$ cat src/rtl/dct_pkg.sv
// Shared types and constants for the DCT transpose-buffer controllers.
package dct_pkg;

    localparam int DCT_N = 8;

    typedef enum logic {
        RD_IDLE,
        RD_READ
    } rd_state_t;

    typedef logic [DCT_N-1:0] row_sel_t;

endpackage

$ cat src/rtl/dct_onehot_dec.sv
// Index-to-one-hot decoder with enable; also drives the column writer's entry enables.
module dct_onehot_dec
    import dct_pkg::*;
#(
    parameter int N  = DCT_N,
    parameter int CW = $clog2(N)
) (
    input  logic [CW-1:0] idx,
    input  logic          en,
    output logic [N-1:0]  sel
);

    always_comb begin
        sel = '0;
        if (en) begin
            sel[idx] = 1'b1;
        end
    end

endmodule

$ cat src/rtl/dct_stage1_row_rd_ctrl.sv
// Row-read side of the stage-1 transpose buffer: ping-pong bank tracking,
// writer back-pressure and a valid/ready row stream into stage 2.
module dct_stage1_row_rd_ctrl
    import dct_pkg::*;
#(
    parameter int N  = DCT_N,
    parameter int CW = $clog2(N)
) (
    input  logic          clk,
    input  logic          rst,
    input  logic          start,
    input  logic          wr_en_col,
    input  logic          col_done,
    output logic          wr_bank,
    output logic          wr_stall,
    output logic          rd_bank,
    output logic          rd_valid,
    input  logic          rd_ready,
    output logic [CW-1:0] rd_row,
    output logic [N-1:0]  rd_sel,
    output logic          rd_last,
    output logic          blk_done,
    output logic          err_ovf
);

    logic [1:0] full;
    rd_state_t  state;

    logic       row_is_last;
    logic       handshake;
    logic       last_hs;
    logic       commit;
    logic       ovf_attempt;
    logic [1:0] set_vec;
    logic [1:0] clr_vec;

    // Writer sees only registered occupancy, so wr_stall has no input-to-output path.
    assign wr_stall = full[wr_bank];
    assign rd_last  = rd_valid && row_is_last;

    always_comb begin
        row_is_last = (rd_row == CW'(N - 1));
        handshake   = rd_valid && rd_ready;
        last_hs     = handshake && row_is_last;
        commit      = wr_en_col && col_done && !wr_stall;
        ovf_attempt = wr_en_col && wr_stall;
        set_vec     = '0;
        clr_vec     = '0;
        if (commit) begin
            set_vec[wr_bank] = 1'b1;
        end
        if (last_hs) begin
            clr_vec[rd_bank] = 1'b1;
        end
    end

    dct_onehot_dec #(
        .N  (N),
        .CW (CW)
    ) u_row_dec (
        .idx (rd_row),
        .en  (rd_valid),
        .sel (rd_sel)
    );

    always_ff @(posedge clk) begin
        if (rst) begin
            full     <= '0;
            wr_bank  <= 1'b0;
            rd_bank  <= 1'b0;
            state    <= RD_IDLE;
            rd_row   <= '0;
            rd_valid <= 1'b0;
            blk_done <= 1'b0;
            err_ovf  <= 1'b0;
        end else if (start) begin
            full     <= '0;
            wr_bank  <= 1'b0;
            rd_bank  <= 1'b0;
            state    <= RD_IDLE;
            rd_row   <= '0;
            rd_valid <= 1'b0;
            blk_done <= 1'b0;
        end else begin
            // Clear beats set on a same-bank collision; the collision itself is an overflow.
            full     <= (full | set_vec) & ~clr_vec;
            blk_done <= last_hs;
            if (commit) begin
                wr_bank <= ~wr_bank;
            end
            if (ovf_attempt || (|(set_vec & clr_vec))) begin
                err_ovf <= 1'b1;
            end
            case (state)
                RD_IDLE: begin
                    if (full[rd_bank]) begin
                        state    <= RD_READ;
                        rd_row   <= '0;
                        rd_valid <= 1'b1;
                    end
                end
                RD_READ: begin
                    if (handshake) begin
                        if (row_is_last) begin
                            rd_row  <= '0;
                            rd_bank <= ~rd_bank;
                            // Other bank already loaded: continue without a bubble.
                            if (!full[~rd_bank]) begin
                                state    <= RD_IDLE;
                                rd_valid <= 1'b0;
                            end
                        end else begin
                            rd_row <= rd_row + CW'(1);
                        end
                    end
                end
                default: begin
                    state    <= RD_IDLE;
                    rd_valid <= 1'b0;
                end
            endcase
        end
    end

endmodule

$ cat config.mk
export PLATFORM = sky130hd
export DESIGN_NAME = dct_stage1_row_rd_ctrl
export DESIGN_NICKNAME = d
export VERILOG_FILES = /design/src/rtl/dct_pkg.sv /design/src/rtl/dct_onehot_dec.sv /design/src/rtl/dct_stage1_row_rd_ctrl.sv
export SDC_FILE = /design/constraint.sdc
export NUM_CORES = 1
export LEC_CHECK = 0
export ABC_CLOCK_PERIOD_IN_PS = 1440
export CAP_MARGIN = 20
export CORE_AREA = 2 2 50 52
export DETAILED_ROUTE_END_ITERATION = 8
export DIE_AREA = 0 0 52 54
export HOLD_SLACK_MARGIN = 0.1
export PLACE_DENSITY = 0.66
export SLEW_MARGIN = 20
export SYNTH_ARGS = -nofsm -noshare
export SYNTH_HDL_FRONTEND = slang
export SYNTH_SLANG_ARGS = --single-unit
$ cat constraint.sdc
create_clock -name clk -period 1.44 [get_ports clk]
set_input_delay 0.432 -clock clk [delete_from_list [all_inputs] [get_ports clk]]
set_output_delay 0.432 -clock clk [all_outputs]
set_load 0.01 [all_outputs]
======== After elaboration in Yosys (flattened, before gate mapping) ========
Cells that the tools add are included.
storage, ports and cells
  bits in registers ....................... 11
  input port bits ......................... 6
  output and inout port bits .............. 18
  word-level logic and storage cells ...... 75
operators by class
  add/sub/neg operators ................... 1
  order comparisons ....................... 7
  eq/ne operators ......................... 5
  mux-type cells .......................... 29
  bitwise operators ....................... 8
  reduce and logical (&&, ||, !) cells .... 17
operators with widths
  cell                 count
  $mux 1               17
  $logic_and 1x1->1    9
  $mux 3               3
  $mux 8               1
  $lt 1x2->1 const B   3
  $pmux 3 s2           1
  $and 2x2->2          2
  $lt 3x4->1 const B   1
  $mux 2               2
  $ne 2x1->1 const B   2
  $ne 2x2->1 const B   2
  $not 1->1            4
  $pmux 1 s2           2
  $reduce_and 2->1     2
  $reduce_and 4->1     1
  $reduce_or 2->1      2
  $add 3x1->3 const B  1
  $demux 1 s3          1
  $eq 3x3->1 const B   1
  $ge 3x1->1 const B   1
  $reduce_and 3->1     1
  $demux 1 s1          2
  $ge 1x1->1 const B   2
  $not 2->2            1
  other kinds (3)      3

======== Longest topological paths before layout ========
  depth after elaboration ................. 9
  depth in mapped cells ................... 5
  depth with buffers taken out ............ 5

======== Hierarchy ========
A second synthesis with hierarchy kept.
second synthesis, totals
  cells, all modules ...................... 72
  area total of the unflattened synthesis .. 668.1 um^2
by module, submodules not included
  module                  instances  cells an instance  area each (um^2)  sequential area each (um^2)
  dct_stage1_row_rd_ctrl  1          64                 573.0             220.2
  dct_onehot_dec          1          8                  95.1              0.0

======== Least setup slack after synthesis ========
OpenSTA, ideal clock, no wires.
  path kind ............................... register to output
  from .................................... register rd_row[0]
  to ...................................... output port rd_last
  arrival ................................. 1.017 ns
  data required time ...................... 1.008 ns
  setup slack ............................. -0.009 ns
  stages on the path, launching flop included .. 4
  buffers on the path ..................... 0
  cells stage by stage .................... dfxtp_1 > ha_1 > ha_1 > and2_1
on the way
  longest elaborated chain between the ends .. 2
ends and longest elaborated chain
  element                   line                           RTL
  start: declaration        dct_stage1_row_rd_ctrl.sv:19   output logic [CW-1:0] rd_row,
  start signal: assignment  dct_stage1_row_rd_ctrl.sv:113  rd_row <= rd_row + CW'(1);
  $eq 3x3->1                dct_stage1_row_rd_ctrl.sv:42   row_is_last = (rd_row == CW'(N - 1));
  $logic_and 1x1->1         dct_stage1_row_rd_ctrl.sv:39   assign rd_last = rd_valid && row_is_last;
  end: declaration          dct_stage1_row_rd_ctrl.sv:21   output logic rd_last,
No other way between the ends.

======== Worst setup path after layout ========
  from .................................... register rd_row[1]
  to ...................................... output port rd_last
Same word-level chain as after synthesis.

==> metrics.md <==
| Metric | Value |
|---|---|
| Syn Inst Count | `74` |
| Placed wire-length estimate | `1.24 mm` |
| Tmin final | `1.60 ns` |
| Critical Path AT | `1.16 ns` |
| Clk root buf | `clkbuf_4` |
| Slew headroom | `77.1%` |
| CP max FO | `2` |
| Die X-Extent | `52 um` |
| Largest net degree at the start of global routing | `13` |
| Post-synthesis sequential area ratio | `34.3%` |
| Number of remaining DRC errors | `0` |
| Synth warnings | `0` |
| Final core occ | `a little over 50%` |
| Yosys cell types | `31` |
| Clk_lat worst skew | `0.27 ns` |
| Vias in the first global route | `659` |
| 1st-iter DRT viols | `12` |
| PD cells | `508 nW/um^2` |
| Antenna-violating nets left | `0` |
| Post-synthesis register bit count | `11` |
| First-pass iteration count of the detailed router | `4` |
| Final TNS setup | `-0.972 ns` |
| FF-to-FF Start | `rd_row[1]` |
| Final period util | `111%` |
| Net count after synthesis | `82` |
| Via/cell ratio | `5.00` |
| Initial Util | `roughly 28%` |
| Overall power | `0.602 mW` |
| Switch share | `24.3%` |
| Port bufs | `23` |
| Cts bufs inserted | `3` |
| Seq pwr share | `51.5%` |
| R2r setup slk | `0.03 ns` |
| Internal power | `0.456 mW` |
| Hold Vio Cnt, Final | `0` |
| Hold depth | `2` |
| Final wirelength | `roughly 1.9 mm` |
| First-pass GRT wire length | `2.80 mm` |
| H-tree Lvls | `1` |
| Routed wire per std cell | `12.7 um` |
| Hold path startpoint | `err_ovf` |
| P_leak | `0.484 nW` |
| Mapped cell area | `642 um^2` |
| Switching power | `~0.15 mW` |
| All-Layer GR Usage | `a little over an eighth` |
| Outcome | `complete, but fails checks` |
| Kind of critical path | `reg2out` |
| R2R cell count | `7` |
| Peak supply drop | `0.334 mV` |
| I/O pins | `24` |
| Slew Viols, Final | `0` |
| Fmax | `626 MHz` |
| Initial antenna violation count | `0` |
| Die height | `54 um` |
| Max Cap Viol | `0` |
| Final Skew | `roughly 0.00032 ns` |
| Clock transition at the registers of the reported paths | `roughly 0.07 ns` |
| Hold-fix buffer count after cts | `0` |
| Overall overflow remaining after global route | `0` |
| CP Capture Type | `primary output` |
| Area growth syn-to-layout | `84.6%` |
| Total number of vias | `750` |
| RSZ-0062 raised after global routing | `true` |
| Nature of the critical path startpoint | `flip-flop` |
| Gpl congestion | `0.794` |
| CTS tree | `yes` |
| Nets | `approximately 130` |
| Failing checks | `setup timing` |
| Logic pwr share | `~13%` |
| Clock power share | `36.0%` |
| Final setup margin | `-0.156 ns` |
| Die footprint | `around 2800 um^2` |
| Hold Crit Class | `reg2reg` |
| Slew @ Worst Pin | `0.343 ns` |
| Core Rows | `18` |
| Avg Cell Area, Syn | `8.67 um^2` |
| Final setup violation count | `10` |
| Sink Count | `11` |
| Antenna cells | `0` |
| R2r endpoint | `rd_row[0]` |
| Req. time, crit path | `1.01 ns` |
| Hold Path End | `err_ovf` |
| Max Buffers Root-to-Sink | `2` |
| Core area | `2320 um^2` |
| Share of cells above drive strength 1 | `between 50% and 60%` |
synthesized netlist by cell type, drive strengths merged:
library cell | n | area (um^2)
and4b | 1 | 10.0
a31oi | 1 | 6.26
nand4 | 2 | 12.5
or3 | 1 | 6.26
o221a | 1 | 11.3
xor2 | 1 | 8.76
nor2 | 10 | 37.5
nor3b | 2 | 15.0
a32oi | 1 | 16.3
dfxtp | 11 | 220
a221oi | 1 | 8.76
mux2i | 1 | 10.0
a21oi | 4 | 20.0
o41ai | 1 | 16.3
inv | 3 | 11.3
o211ai | 4 | 30.0
mux2 | 2 | 26.3
nor3 | 3 | 15.0
ha | 2 | 25.0
o31ai | 1 | 7.51
o21ai | 4 | 20.0
or2 | 1 | 6.26
nand2b | 3 | 18.8
nand2 | 4 | 15.0
buf | 4 | 32.5
and2 | 1 | 6.26
o32ai | 1 | 8.76
nand3 | 3 | 20.0
flip-flops by register name (all words and copies together), names as in the netlist:
register,count
state,1
wr_bank,1
blk_done,1
err_ovf,1
rd_bank,1
full,2
rd_row,3
rd_valid,1
cell type report:
cell class,count,area (um^2)
timing repair buffer,46,393
sequential,11,229
multi-input combinational,56,488
tap,30,37.5
fill,219,1130
clock buffer,4,26.3
inverter,3,11.3
layer usage:
metal  part of all wire [%]  wire (um)  global-route usage (%)  up-vias
met5                      0          0                       0        -
met4                   0.73         14                    6.58        0
met3                    5.2         99                    1.67        2
met2                     51        974                    25.1       28
met1                     43        818                    15.7      351
li1                       -          -                       -      369
worst max path at each step:
stage	startpoint	endpoint	slack [ns]	cells after the start
global placement	rd_row[0]	rd_last	-0.27	4
global route	rd_row[0]	rd_sel[0]	-0.20	4
CTS	rd_row[0]	rd_last	-0.19	4
floorplan	rd_row[1]	rd_last	0.005	3
detailed placement	rd_row[2]	rd_sel[0]	-0.29	3
finish	rd_row[1]	rd_last	-0.16	4
stage by stage:
step | cells | setup slack (ns) | hold slack (ns) | cell area [um^2]
2_1_floorplan | 74 | 0.00451 | 0.494 | 643
3_3_place_gp | 138 | -0.267 | 0.460 | 991
3_5_place_dp | 138 | -0.289 | 0.476 | 991
4_1_cts | 142 | -0.187 | 0.495 | 1030
5_1_grt | 150 | -0.198 | 0.516 | 1180
6_report | 150 | -0.156 | 0.487 | 1180
cells by family (layout without fill, tap and decap cells):
logic type / count (synthesis) / count (layout) / synth area share (%)
buffers and inverters: 7 / 53 / 6.82
and+or+nand+nor: 31 / 31 / 25.3
xor gates and xnor gates: 1 / 1 / 1.36
DFF: 11 / 11 / 34.3
AOI/OAI and AO/OA: 19 / 19 / 22.6
adders and majority gates: 2 / 2 / 3.90
muxes: 3 / 3 / 5.65
critical path: stages, from the launching register on:
cell and delay [ns]:
dfxtp_2 0.34, ha_4 0.16, ha_4 0.14, and2_1 0.12
buf_2 0.13
cells in the final DEF (no fill, tap or decap), types with 4 or more instances in the layout:
cell / n
o211ai_1: 4
dlygate4sd2_1: 4
clkdlybuf4s50_1: 5
buf_4: 17
nor2_1: 8
buf_2: 8
dfxtp_2: 4
dfxtp_1: 6
buf_6: 7
timing repair:
action | CTS | global route
pin swaps | 0 | 7
setup buffers | 0 | 8
resized for setup | 64 | 27
setup endpoints to repair | 18 | 17
power groups by stage:
stage	Sequential, mW	Combinational (mW)	Clock (mW)
detailed placement	0.318	0.0710	0
global route	0.310	0.0815	0.236
global placement	0.318	0.0704	0
CTS	0.311	0.0711	0.214
finish	0.310	0.0751	0.217
floorplan	0.319	0.0265	0
(Power assumes the default switching activity.)
